File: config.mk
export PLATFORM = sky130hd
export DESIGN_NAME = sysbus_arbiter
export DESIGN_NICKNAME = d
export VERILOG_FILES = /design/src/rtl/sysbus_arbiter.sv
export SDC_FILE = /design/constraint.sdc
export NUM_CORES = 1
export LEC_CHECK = 0
export BUFFER_PORTS_ARGS = -buffer_cell sky130_fd_sc_hd__buf_2
export CORE_ASPECT_RATIO = 1.75
export CORE_UTILIZATION = 25
export CTS_CLUSTER_SIZE = 8
export DETAILED_ROUTE_END_ITERATION = 8
export PLACE_DENSITY_LB_ADDON = 0.1
export SYNTH_ARGS = -nofsm -noshare
export SYNTH_HDL_FRONTEND = slang
export SYNTH_SLANG_ARGS = --single-unit
File: constraint.sdc
create_clock -name __clk -period 2.2 [get_ports __clk]
set_clock_uncertainty 0.05 [all_clocks]
set_input_delay 0.22 -clock __clk [delete_from_list [all_inputs] [get_ports __clk]]
set_output_delay 0.22 -clock __clk [all_outputs]
set_load 0.02 [all_outputs]
File: src/rtl/sysbus_arbiter.sv
// sysbus_arbiter: rack-level system bus arbiter.
//
// Grants one ZG requester at a time (one-hot ZW permit) and watches each
// granted cycle for a memory answer (ROK/REN). If no answer arrives within
// TIMEOUT cycles it raises a TALARM pulse of ALARM_TICKS cycles. Every release
// is followed by a dead gap of GAP_TICKS cycles before the next grant.
//
// Build option: define SYSBUS_RR_EN for round-robin arbitration. A pointer
// then tracks the index after the last owner. With the macro undefined the
// arbiter is fixed priority (lowest index wins) and has no pointer register.
// All other timing is the same in both builds.
`timescale 1ns/1ps

module sysbus_arbiter #(
    parameter int NREQ        = 4,
    parameter int TIMEOUT     = 250,
    parameter int ALARM_TICKS = 3,
    parameter int GAP_TICKS   = 1,
    localparam int OW         = (NREQ > 1) ? $clog2(NREQ) : 1
) (
    input  logic            __clk,
    input  logic            clo_,
    input  logic [NREQ-1:0] zg,
    input  logic            rok_,
    input  logic            ren_,
    output logic [NREQ-1:0] zw,
    output logic [OW-1:0]   owner,
    output logic            busy,
    output logic            talarm
);

    // Terminal counts, sized to the counters they are compared against.
    localparam logic [7:0] TIMEOUT_LAST = 8'(TIMEOUT - 1);
    localparam logic [2:0] ALARM_LAST   = 3'(ALARM_TICKS - 1);
    localparam logic [1:0] GAP_LAST     = 2'(GAP_TICKS - 1);
    localparam logic [7:0] TIMER_MAX    = 8'hFF;

    typedef enum logic [2:0] {
        ST_IDLE,
        ST_GRANT,
        ST_DONE,
        ST_ALARM,
        ST_GAP
    } state_e;

    state_e          state_q,     state_d;
    logic [NREQ-1:0] zw_q,        zw_d;
    logic [OW-1:0]   owner_q,     owner_d;
    logic            busy_q,      busy_d;
    logic            talarm_q,    talarm_d;
    logic [7:0]      timer_q,     timer_d;
    logic [2:0]      alarm_cnt_q, alarm_cnt_d;
    logic [1:0]      gap_cnt_q,   gap_cnt_d;
`ifdef SYSBUS_RR_EN
    logic [OW-1:0]   rr_ptr_q,    rr_ptr_d;
    logic            hi_found;
    logic [OW-1:0]   hi_idx;
`endif

    logic            req_any;
    logic            answer;
    logic            owner_req;
    logic [OW-1:0]   win_idx;
    logic [NREQ-1:0] grant_vec;

    // Bus answer lines are active-low; either one ends the supervised cycle.
    assign answer    = ~rok_ | ~ren_;
    assign req_any   = |zg;
    // Only the owner's own request line can end or abort the current cycle.
    assign owner_req = zg[owner_q];

    // Winner selection among the current requests, plus its one-hot permit.
    always_comb begin
        // NOTE: every combinational output gets a default before any branch,
        // so no path leaves a value unassigned and no latch is inferred.
        win_idx   = '0;
        grant_vec = '0;
`ifdef SYSBUS_RR_EN
        hi_found  = 1'b0;
        hi_idx    = '0;
`endif
        // Scan high to low so the last hit is the lowest requesting index.
        for (int i = NREQ - 1; i >= 0; i--) begin
            if (zg[i]) begin
                win_idx = OW'(i);
`ifdef SYSBUS_RR_EN
                // Lowest requester at or after the pointer, if any.
                if (OW'(i) >= rr_ptr_q) begin
                    hi_found = 1'b1;
                    hi_idx   = OW'(i);
                end
`endif
            end
        end
`ifdef SYSBUS_RR_EN
        // Nothing at or after the pointer: wrap to the lowest requester.
        if (hi_found) begin
            win_idx = hi_idx;
        end
`endif
        for (int i = 0; i < NREQ; i++) begin
            grant_vec[i] = (OW'(i) == win_idx);
        end
    end

    // Next-state and next-output logic of the bus ownership state machine.
    always_comb begin
        state_d     = state_q;
        zw_d        = zw_q;
        owner_d     = owner_q;
        busy_d      = busy_q;
        talarm_d    = talarm_q;
        timer_d     = timer_q;
        alarm_cnt_d = alarm_cnt_q;
        gap_cnt_d   = gap_cnt_q;
`ifdef SYSBUS_RR_EN
        rr_ptr_d    = rr_ptr_q;
`endif

        case (state_q)
            ST_IDLE: begin
                // Grants only happen here, so an owner is never preempted.
                if (req_any) begin
                    state_d = ST_GRANT;
                    zw_d    = grant_vec;
                    owner_d = win_idx;
                    busy_d  = 1'b1;
                    timer_d = '0;
`ifdef SYSBUS_RR_EN
                    rr_ptr_d = (win_idx == OW'(NREQ - 1)) ? '0 : win_idx + OW'(1);
`endif
                end
            end

            ST_GRANT: begin
                if (timer_q != TIMER_MAX) begin
                    timer_d = timer_q + 8'd1;
                end
                // Answer is checked first so it wins over a same-cycle timeout.
                if (answer) begin
                    state_d = ST_DONE;
                end else if (!owner_req) begin
                    // Owner gave up before any answer: release without alarm.
                    state_d   = ST_GAP;
                    zw_d      = '0;
                    busy_d    = 1'b0;
                    gap_cnt_d = '0;
                end else if (timer_q == TIMEOUT_LAST) begin
                    state_d     = ST_ALARM;
                    talarm_d    = 1'b1;
                    alarm_cnt_d = '0;
                end
            end

            ST_ALARM: begin
                // Permit stays held; answers arriving now are ignored.
                if (alarm_cnt_q == ALARM_LAST) begin
                    state_d  = ST_DONE;
                    talarm_d = 1'b0;
                end else begin
                    alarm_cnt_d = alarm_cnt_q + 3'd1;
                end
            end

            ST_DONE: begin
                // Hold the permit until the owner drops its request.
                if (!owner_req) begin
                    state_d   = ST_GAP;
                    zw_d      = '0;
                    busy_d    = 1'b0;
                    gap_cnt_d = '0;
                end
            end

            ST_GAP: begin
                // Dead time between owners; pending requests simply stay high.
                if (gap_cnt_q == GAP_LAST) begin
                    state_d = ST_IDLE;
                end else begin
                    gap_cnt_d = gap_cnt_q + 2'd1;
                end
            end

            default: begin
                state_d  = ST_IDLE;
                zw_d     = '0;
                busy_d   = 1'b0;
                talarm_d = 1'b0;
            end
        endcase
    end

    // State and registered outputs; general clear drops everything at once.
    always_ff @(posedge __clk or negedge clo_) begin
        // NOTE: all state here is plain flops with no storage array, so every
        // register is cleared by the asynchronous reset, including the grant.
        if (!clo_) begin
            state_q     <= ST_IDLE;
            zw_q        <= '0;
            owner_q     <= '0;
            busy_q      <= 1'b0;
            talarm_q    <= 1'b0;
            timer_q     <= '0;
            alarm_cnt_q <= '0;
            gap_cnt_q   <= '0;
`ifdef SYSBUS_RR_EN
            rr_ptr_q    <= '0;
`endif
        end else begin
            // NOTE: non-blocking assignments so every flop samples the
            // pre-edge values, independent of statement order.
            state_q     <= state_d;
            zw_q        <= zw_d;
            owner_q     <= owner_d;
            busy_q      <= busy_d;
            talarm_q    <= talarm_d;
            timer_q     <= timer_d;
            alarm_cnt_q <= alarm_cnt_d;
            gap_cnt_q   <= gap_cnt_d;
`ifdef SYSBUS_RR_EN
            rr_ptr_q    <= rr_ptr_d;
`endif
        end
    end

    assign zw     = zw_q;
    assign owner  = owner_q;
    assign busy   = busy_q;
    assign talarm = talarm_q;

endmodule

==> results of run 1 <==
[cells by family (layout without fill, tap and decap cells)]
group / after synthesis / count (layout) / synth area share [%]
flops: 24 / 24 / 47.24
mux: 3 / 3 / 3.346
simple gates: 41 / 41 / 18.31
compound gates: 36 / 36 / 20.28
fa+ha+maj: 6 / 6 / 5.709
xor+xnor: 2 / 2 / 1.378
buf+inv: 12 / 31 / 3.741
[final cells by class]
| class | count | area [µm²] |
|---|---|---|
| clock buffers | 4 | 55.05 |
| multi-input cells | 88 | 623.1 |
| flip-flops and latches | 24 | 600.6 |
| repair buffers | 17 | 92.59 |
| inverters | 10 | 37.54 |
| well taps | 54 | 67.56 |
| fillers | 526 | 3458 |
[critical path: stages (launching register included)]
cell	delay [ns]
dfrtp_1	0.41
mux4_2	0.59
o21ai_0	0.28
o211ai_2	0.20
a22o_1	0.27
[per-layer routing]
layer | vias to the layer above | wire, µm
met2 | 14 | 1445
met1 | 494 | 1283
met5 | - | 0
li1 | 498 | -
met4 | 0 | 31
met3 | 2 | 61
[final timing paths]
kind / start / endpoint / cells past startpoint
max in group asynchronous: clo_ / timer_q[3]$_DFFE_PN0P_ / 2
worst min-delay path: zg[1] / owner[0]$_DFFE_PN0P_ / 3
worst max-delay path: owner[0]$_DFFE_PN0P_ / zw[1]$_DFFE_PN0P_ / 4
min in group asynchronous: clo_ / gap_cnt_q[1]$_DFFE_PN0P_ / 2
worst min register to register: gap_cnt_q[0]$_DFFE_PN0P_ / gap_cnt_q[0]$_DFFE_PN0P_ / 1
worst max register to register: owner[0]$_DFFE_PN0P_ / zw[1]$_DFFE_PN0P_ / 4
[stage by stage]
stage	power [W]	worst slack (ns)	instance area [µm²]
global route	0.001954	0.2118	1476
floorplan	0.001258	0.3564	1271
global placement	0.001492	0.4161	1411
finish	0.001783	0.2931	1476
detailed placement	0.001502	0.3423	1411
CTS	0.001819	0.3047	1476
[synth_stat cells (all sizes together)]
library cell	n	area share, %
o41ai	1	0.69
nand2b	5	2.5
o22ai	1	0.49
nand2	4	1.2
mux4	1	1.8
a41o	1	0.79
nor2	7	2.1
nor2b	2	0.98
xnor2	2	1.4
or3	1	0.49
a2111o	1	0.89
nand3	7	2.8
nor4b	1	0.69
o21ai	11	4.3
and4	1	0.69
inv	10	3.0
nor3	3	1.2
o21a	1	0.59
maj3	1	0.79
a21oi	3	1.2
a211oi	1	0.59
nor4	2	0.98
o2bb2ai	1	0.69
mux2i	2	1.6
nand3b	2	1.2
a21o	2	1.2
or4	1	0.59
a32o	1	0.79
ha	5	4.9
nand4	2	0.98
dfrtp	24	47
a22o	2	1.4
or3b	3	2.1
o211ai	8	5.5
o31ai	2	1.2
buf	2	0.79
[what timing repair did]
| item | CTS | global route |
|---|---|---|
| hold buffers | 1 | 0 |
| buffers inserted | 0 | 0 |
| hold endpoints to repair | 24 | 0 |
[power by group through the flow]
stage | logic (W) | registers, W | clock network (W)
floorplan | 0.000516 | 0.000741 | 0
global placement | 0.000764 | 0.000727 | 0
detailed placement | 0.000770 | 0.000731 | 0
CTS | 0.000776 | 0.000722 | 0.000320
global route | 0.000872 | 0.000751 | 0.000332
finish | 0.000756 | 0.000720 | 0.000308
[registers in the layout, summed over array words and instances, names as in the netlist]
signal and flops:
timer_q 8, busy 1, owner 2, alarm_cnt_q 3, zw 4, state_q 3, talarm 1, gap_cnt_q 2
==> impl_metrics.env, run 1 <==
export IMPL_vias_per_cell=5.117
export IMPL_io_pins=16
export IMPL_place_hpwl_um=2070
export IMPL_track_usage_pct=11.97
export IMPL_core_um2=4935
export IMPL_worst_hold_slack_ns=0.2102
export IMPL_h_tree_depth=1
export IMPL_seq_area_frac_synth_pct=47.24
export IMPL_max_slew_margin_pct=62.68
export IMPL_status="complete, no violations"
export IMPL_grt_pass1_wl_um=5078
export IMPL_antenna_cells=0
export IMPL_grt_ovfl_total=0
export IMPL_cts_root_buf="clkbuf_8"
export IMPL_die_area_um2=5385
export IMPL_dieWidth_um=55.91
export IMPL_drt_wl_total_um=2821
export IMPL_p_seq_share_pct=40.4
export IMPL_maxCapViolCount=0
export IMPL_path_clk_slew_ns=0.09
export IMPL_cts_tree="done"
export IMPL_rsz0062_at_grt="false"
export IMPL_p_per_area_nw_per_um2=1208
export IMPL_tightest_slew_ns=0.5599
export IMPL_final_core_util_pct=29.92
export IMPL_mostFrequentLayoutCell="dfrtp_1"
export IMPL_p_int_w=0.001045
export IMPL_antenna_found_initial=0
export IMPL_wl_per_cell_um=14.32
export IMPL_clock_path_buffers=2
export IMPL_drcViolationCount=0
export IMPL_irDropWorstVdd_uv=587.0
export IMPL_ctsResizeCount=0
export IMPL_drt_iter0_markers=15
export IMPL_place_gp_congestion=0.7247
export IMPL_fp_dieH_um=96.33
export IMPL_io_buffers=15
export IMPL_postSynthAreaPerCell_um2=10.25
export IMPL_grt_util_met2_pct=21.39
export IMPL_area_growth_pct=16.14
export IMPL_fin_cells=197
export IMPL_grt_max_degree=25
export IMPL_timing_final_crit_share_pct=86.68
export IMPL_first_global_vias=1085
export IMPL_grt_most_used_layer="met2"
export IMPL_cp_max_fo=6
export IMPL_end_kind="flip-flop"
export IMPL_min_period_ns=1.907
export IMPL_syn_area_um2=1271
export IMPL_p_clk_share_pct=17.2
export IMPL_start_util_pct=25.76
export IMPL_fp_row_count=34
export IMPL_met3_usage_pct=1.344
export IMPL_vias=1008
export IMPL_hold_path_class="input port to flip-flop"
export IMPL_dr_pass1_iters=4
export IMPL_timing_final_max_slew_violations=0
export IMPL_power_switching_w=0.0007390
export IMPL_clk_insertion_delay_late_ns=0.27
export IMPL_required_ns=2.31
export IMPL_dp_cells=192
export IMPL_synth_seq_cells=24
export IMPL_final_cell_mix="24 x dfrtp_1, 15 x buf_2, 11 x o21ai_0"
export IMPL_yosysUniqueCellTypes=38
export IMPL_worstSetupPathType="flip-flop to flip-flop"
export IMPL_r2r_setup_slack_ns=0.29
export IMPL_power_leakage_nw=0.6385
export IMPL_cts_sinks=24
export IMPL_final_layout_size_suffix_gt1_share_pct=16.78
export IMPL_antenna_left=0
export IMPL_met1_usage_pct=14.38
export IMPL_fin_nets=157
export IMPL_yosys_warnings=0
export IMPL_synthCells=124
export IMPL_p_comb_share_pct=42.4
export IMPL_fmax_ghz=0.5244
export IMPL_setup_violations=0
export IMPL_finalSetupTns_ns=0
export IMPL_final_hold_violation_count=0
export IMPL_switching_share_pct=41.43
export IMPL_cp_data_arrival_time_ns=2.02
export IMPL_critPathLaunchType="flip-flop"
export IMPL_numCtsBuffers=3
export IMPL_syn_num_nets=137
Note: power is estimated with default switching activity, not from simulation.
==> run 2, diff against run 1 <==
==> constraint.sdc (replaced) <==
create_clock -name __clk -period 1.6 [get_ports __clk]
set_clock_uncertainty 0.05 [all_clocks]
set_input_delay 0.16 -clock __clk [delete_from_list [all_inputs] [get_ports __clk]]
set_output_delay 0.16 -clock __clk [all_outputs]
set_load 0.02 [all_outputs]
==> run 2 against run 1 <==
  * The flow now finishes with violations (negative setup slack)
  * Power rose by 74%
  * Register-to-register slack lost 0.41 ns
  * Flip-flop and latch count stayed put
  * Wire length grew 15%
  * Via count up 10%
  * Final cell count is 13% higher
  * Combinational power rose by 110%
  * Clock-buffer cell count fell by 1
  * Critical endpoint is now gap_cnt_q[0]$_DFFE_PN0P_
==> impl_metrics.env, run 2 (synthesized netlist as in run 1, its figures left out) <==
export IMPL_largest_register="timer_q"
export IMPL_fp_dieH_um=96.33
export IMPL_cts_root_buf="clkbuf_8"
export IMPL_final_cell_mix="24 x buf_4, 23 x dfrtp_1, 15 x buf_2"
export IMPL_dieWidth_um=55.91
export IMPL_core_um2=4935
export IMPL_max_slew_margin_pct=61.51
export IMPL_rsz0062_at_grt="true"
export IMPL_io_pins=16
export IMPL_clock_path_buffers=2
export IMPL_finalWorstSetupSlack_ns=-0.1185
export IMPL_vias_per_cell=5.005
export IMPL_path_clk_slew_ns=0.09
export IMPL_cp_num_buf_inv=0
export IMPL_drcViolationCount=0
export IMPL_grt_ovfl_total=0
export IMPL_drt_wl_total_um=3248
export IMPL_antenna_found_initial=0
export IMPL_cts_sinks=24
export IMPL_grt_max_degree=25
export IMPL_reg2reg_depth=4
export IMPL_power_w=0.003105
export IMPL_final_layout_size_suffix_gt1_share_pct=38.10
export IMPL_required_ns=1.70
export IMPL_critPathTopFamily="multiplexers"
export IMPL_setup_violations=13
export IMPL_fmax_ghz=0.5819
export IMPL_r2r_setup_slack_ns=-0.12
export IMPL_cp_data_arrival_time_ns=1.82
export IMPL_crit_chain="mux4_2, or3b_1, o211ai_2, mux2i_1"
export IMPL_hold_start="zg[1]"
export IMPL_antenna_left=0
export IMPL_tightest_slew_ns=0.5773
export IMPL_timing_final_crit_share_pct=107.4
export IMPL_place_gp_congestion=0.7483
export IMPL_min_period_ns=1.718
export IMPL_final_hold_violation_count=0
export IMPL_irDropWorstVdd_uv=737.0
export IMPL_finalSetupTns_ns=-0.7319
export IMPL_end_kind="flip-flop"
export IMPL_dr_pass1_iters=4
export IMPL_place_hpwl_um=2316
export IMPL_h_tree_depth=1
export IMPL_worstSetupPathType="flip-flop to flip-flop"
export IMPL_status="finished, violations left"
export IMPL_track_usage_pct=13.00
export IMPL_clk_insertion_delay_late_ns=0.27
export IMPL_maxCapViolCount=0
export IMPL_min_to="zw[1]$_DFFE_PN0P_"
export IMPL_cts_tree="done"
export IMPL_timing_final_max_slew_violations=0
export IMPL_start_util_pct=25.76
export IMPL_fp_row_count=34
export IMPL_hold_path_class="input port to flip-flop"
export IMPL_drt_iter0_markers=21
export IMPL_fill_cells=505
export IMPL_critPathLaunchType="flip-flop"
export IMPL_power_leakage_nw=0.7835
export IMPL_area_growth_pct=39.08
export IMPL_r2r_end="gap_cnt_q[0]$_DFFE_PN0P_"
export IMPL_violations="negative setup slack"
export IMPL_vias=1111
export IMPL_p_per_area_nw_per_um2=1756
export IMPL_fin_nets=182
export IMPL_slowest_stage="mux4_2"
export IMPL_antenna_cells=0
export IMPL_largest_register_ffs=8
export IMPL_wl_per_cell_um=14.63
export IMPL_cp_max_fo=5
export IMPL_numCtsBuffers=3
export IMPL_r2r_start="owner[0]$_DFFE_PN0P_"
export IMPL_die_area_um2=5385
export IMPL_mostFrequentLayoutCell="buf_4"
export IMPL_critPathMaxStageDelay_ns=0.56
export IMPL_hold_depth=3
export IMPL_first_global_vias=1124
export IMPL_io_buffers=15
export IMPL_grt_pass1_wl_um=5340
run 2: changes by cell type in the layout (fill, tap and decap cells not counted), sizes merged:
| cell | change |
|---|---|
| buf | +25 |
| bufinv | +1 |
| clkbuf | -1 |
run 2: repair_timing:
item                                   CTS  global route
endpoints found under the hold margin   24             0
setup endpoints to repair               17            21
hold buffers                             1             0
setup buffers                            1             3
pin swaps                                8             1
gates resized for setup                  9            14
run 2: stage by stage:
| step | instances | instance area, µm² | util [%] | worst slack, ns | hold WS, ns |
|---|---|---|---|---|---|
| after floorplan | 124 | 1291 | - | -0.1287 | -0.1856 |
| after global placement | 213 | 1577 | 31.95 | -0.1115 | 0.1459 |
| after detailed placement | 213 | 1577 | 31.95 | -0.1411 | 0.1482 |
| after CTS | 219 | 1693 | 34.31 | -0.1236 | 0.2083 |
| after global routing | 222 | 1768 | 35.83 | -0.1701 | 0.2230 |
| final | 222 | 1768 | 35.83 | -0.1185 | 0.2114 |
run 2: cell type report:
type	count	area, µm²	share of cell area (%)
Timing Repair Buffer	42	287.8	16.28
Clock inverter	1	30.03	1.699
Clock buffer	3	41.29	2.335
Sequential cell	24	601.8	34.04
Inverter	10	37.54	2.123
Multi-Input combinational cell	88	701.9	39.70
Tap cell	54	67.56	3.822
run 2: worst max path at each step:
stage,startpoint,endpoint,slack [ns],cells past startpoint
detailed placement,owner[0]$_DFFE_PN0P_,zw[3]$_DFFE_PN0P_,-0.14,4
CTS,owner[0]$_DFFE_PN0P_,gap_cnt_q[0]$_DFFE_PN0P_,-0.12,4
global placement,owner[0]$_DFFE_PN0P_,zw[1]$_DFFE_PN0P_,-0.11,4
global route,owner[0]$_DFFE_PN0P_,gap_cnt_q[0]$_DFFE_PN0P_,-0.17,4
floorplan,owner[0]$_DFFE_PN0P_,gap_cnt_q[0]$_DFFE_PN0P_,-0.13,4
finish,owner[0]$_DFFE_PN0P_,gap_cnt_q[0]$_DFFE_PN0P_,-0.12,4
run 2: routing by layer:
layer	vias up	track usage, %	wire, µm
met4	0	6.098	60
li1	548	-	-
met1	542	14.91	1407
met3	5	1.478	73
met5	-	0	0
met2	16	24.00	1707
run 2: report_power, final:
part | switching (W) | internal [W]
combinational | 0.000830 | 0.000778
sequential | 0.000160 | 0.000792
clock | 0.000210 | 0.000335
total | 0.00120 | 0.00190
run 2: worst reg2reg max path: stages (launching register included):
cell,delay (ns)
dfrtp_2,0.38
mux4_2,0.56
or3b_1,0.39
o211ai_2,0.11
mux2i_1,0.10
==> run 3, diff against run 2 <==
--- a/config.mk
+++ b/config.mk
@@ -11,6 +11,8 @@
 export CTS_CLUSTER_SIZE = 8
 export DETAILED_ROUTE_END_ITERATION = 8
 export PLACE_DENSITY_LB_ADDON = 0.1
+export REMOVE_ABC_BUFFERS = 1
+export SKIP_CTS_REPAIR_TIMING = 1
 export SYNTH_ARGS = -nofsm -noshare
 export SYNTH_HDL_FRONTEND = slang
 export SYNTH_SLANG_ARGS = --single-unit
==> run 3 against run 2 <==
  * The run still ends with negative setup slack left
  * Global-route usage decreased by 0.36 points
  * Flip-flop and latch count unchanged
  * Maximum frequency increased by 0.54%
  * Clock-buffer cell count increased by 1
  * Critical path type unchanged
  * Power decreased by 8.4%
  * Critical endpoint unchanged
  * Hold slack about the same
  * Clock power decreased by 24%
  * Non-clock buffer count decreased by 7
  * Die area unchanged
  * Worst setup slack improved by 0.0092 ns
  * Core utilization decreased by 1.4 points
==> impl_metrics.env, run 3 (synthesized netlist as in run 1, its figures left out) <==
export IMPL_antenna_left=0
export IMPL_cts_sinks=24
export IMPL_h_tree_depth=1
export IMPL_critPathLaunchType="flip-flop"
export IMPL_vias=1099
export IMPL_drt_iter0_markers=5
export IMPL_path_clk_slew_ns=0.08
export IMPL_rsz0062_at_grt="true"
export IMPL_largest_register_ffs=8
export IMPL_mostFrequentLayoutCell="dfrtp_1"
export IMPL_die_area_um2=5385
export IMPL_maxCapViolCount=0
export IMPL_numCtsBuffers=3
export IMPL_wl_per_cell_um=14.24
export IMPL_drcViolationCount=0
export IMPL_drt_wl_total_um=3061
export IMPL_final_cell_mix="24 x dfrtp_1, 19 x buf_4, 15 x buf_2"
export IMPL_clock_path_buffers=2
export IMPL_fmax_ghz=0.5850
export IMPL_power_leakage_nw=0.7319
export IMPL_grt_max_degree=25
export IMPL_p_per_area_nw_per_um2=1676
export IMPL_dr_pass1_iters=4
export IMPL_worstSetupPathType="flip-flop to flip-flop"
export IMPL_place_gp_congestion=0.7211
export IMPL_place_hpwl_um=2324
export IMPL_end_kind="flip-flop"
export IMPL_final_hold_violation_count=0
export IMPL_area_growth_pct=33.46
export IMPL_dieWidth_um=55.91
export IMPL_design_area_um2=1697
export IMPL_first_global_vias=1188
export IMPL_start_util_pct=25.76
export IMPL_tightest_slew_ns=0.5681
export IMPL_min_period_ns=1.709
export IMPL_grt_ovfl_total=0
export IMPL_required_ns=1.70
export IMPL_setup_violations=9
export IMPL_max_slew_margin_pct=62.13
export IMPL_hold_path_class="input port to flip-flop"
export IMPL_cp_max_fo=4
export IMPL_antenna_cells=0
export IMPL_cts_root_buf="clkbuf_8"
export IMPL_placed_cell_area_um2=1531
export IMPL_violations="negative setup slack"
export IMPL_fin_cells=215
export IMPL_finalWorstSetupSlack_ns=-0.1093
export IMPL_vias_per_cell=5.112
export IMPL_core_um2=4935
export IMPL_hold_depth=3
export IMPL_irDropWorstVdd_uv=802.1
export IMPL_track_usage_pct=12.64
export IMPL_timing_final_max_slew_violations=0
export IMPL_reg2reg_depth=4
export IMPL_timing_final_crit_share_pct=106.8
export IMPL_fp_row_count=34
export IMPL_cp_data_arrival_time_ns=1.81
export IMPL_cts_tree="done"
export IMPL_finalSetupTns_ns=-0.4733
export IMPL_antenna_found_initial=0
export IMPL_final_core_util_pct=34.38
export IMPL_fp_dieH_um=96.33
export IMPL_largest_register="timer_q"
export IMPL_io_buffers=15
export IMPL_clk_insertion_delay_late_ns=0.27
export IMPL_fin_nets=175
export IMPL_grt_pass1_wl_um=5306
export IMPL_final_layout_size_suffix_gt1_share_pct=35.40
export IMPL_status="finished, violations left"
export IMPL_dp_cells=208
export IMPL_io_pins=16
[run 3: power by group]
group / internal (W) / switching (W)
sequential: 0.000790 / 0.000155
combinational: 0.000691 / 0.000793
clock: 0.000220 / 0.000194
total: 0.00170 / 0.00114
[run 3: per-stage QoR]
step	hold WS, ns	total power [W]	setup slack, ns
global route	0.2279	0.003089	-0.1724
floorplan	-0.1856	0.001708	-0.2436
CTS	-0.1616	0.002678	-0.2151
global placement	0.1404	0.002236	-0.1240
detailed placement	0.1350	0.002252	-0.1985
finish	0.2112	0.002844	-0.1093
[run 3: layout make-up]
type / count / area [µm²]
Tap cell: 54 / 67.56
Clock buffer: 4 / 55.05
Sequential cell: 24 / 600.6
Inverter: 10 / 37.54
Timing Repair Buffer: 35 / 227.7
Fill cell: 515 / 3238
Multi-Input combinational cell: 88 / 708.2
[run 3: final timing paths]
path / start / end / slack (ns)
max: owner[0]$_DFFE_PN0P_ / gap_cnt_q[0]$_DFFE_PN0P_ / -0.11
min: zg[1] / zw[1]$_DFFE_PN0P_ / 0.21
max reg2reg: owner[0]$_DFFE_PN0P_ / gap_cnt_q[0]$_DFFE_PN0P_ / -0.11
min reg2reg: gap_cnt_q[0]$_DFFE_PN0P_ / gap_cnt_q[0]$_DFFE_PN0P_ / 0.43
max in group asynchronous: clo_ / talarm$_DFFE_PN0P_ / 0.75
min in group asynchronous: clo_ / timer_q[5]$_DFFE_PN0P_ / 0.36
[run 3: metal layers]
layer / global-route usage (%) / part of all wire (%) / wire, µm / up-vias
met5: 0 / 0 / 0 / -
met4: 6.707 / 2.8 / 87 / 0
met3: 1.210 / 2.0 / 61 / 7
met2: 25.10 / 55 / 1695 / 19
met1: 12.85 / 40 / 1216 / 537
li1: - / - / - / 536
[run 3: worst max-delay path: stages, from the launching register on]
cell	delay [ns]
dfrtp_1	0.37
mux4_2	0.55
or3b_4	0.41
o211ai_4	0.10
mux2i_1	0.10
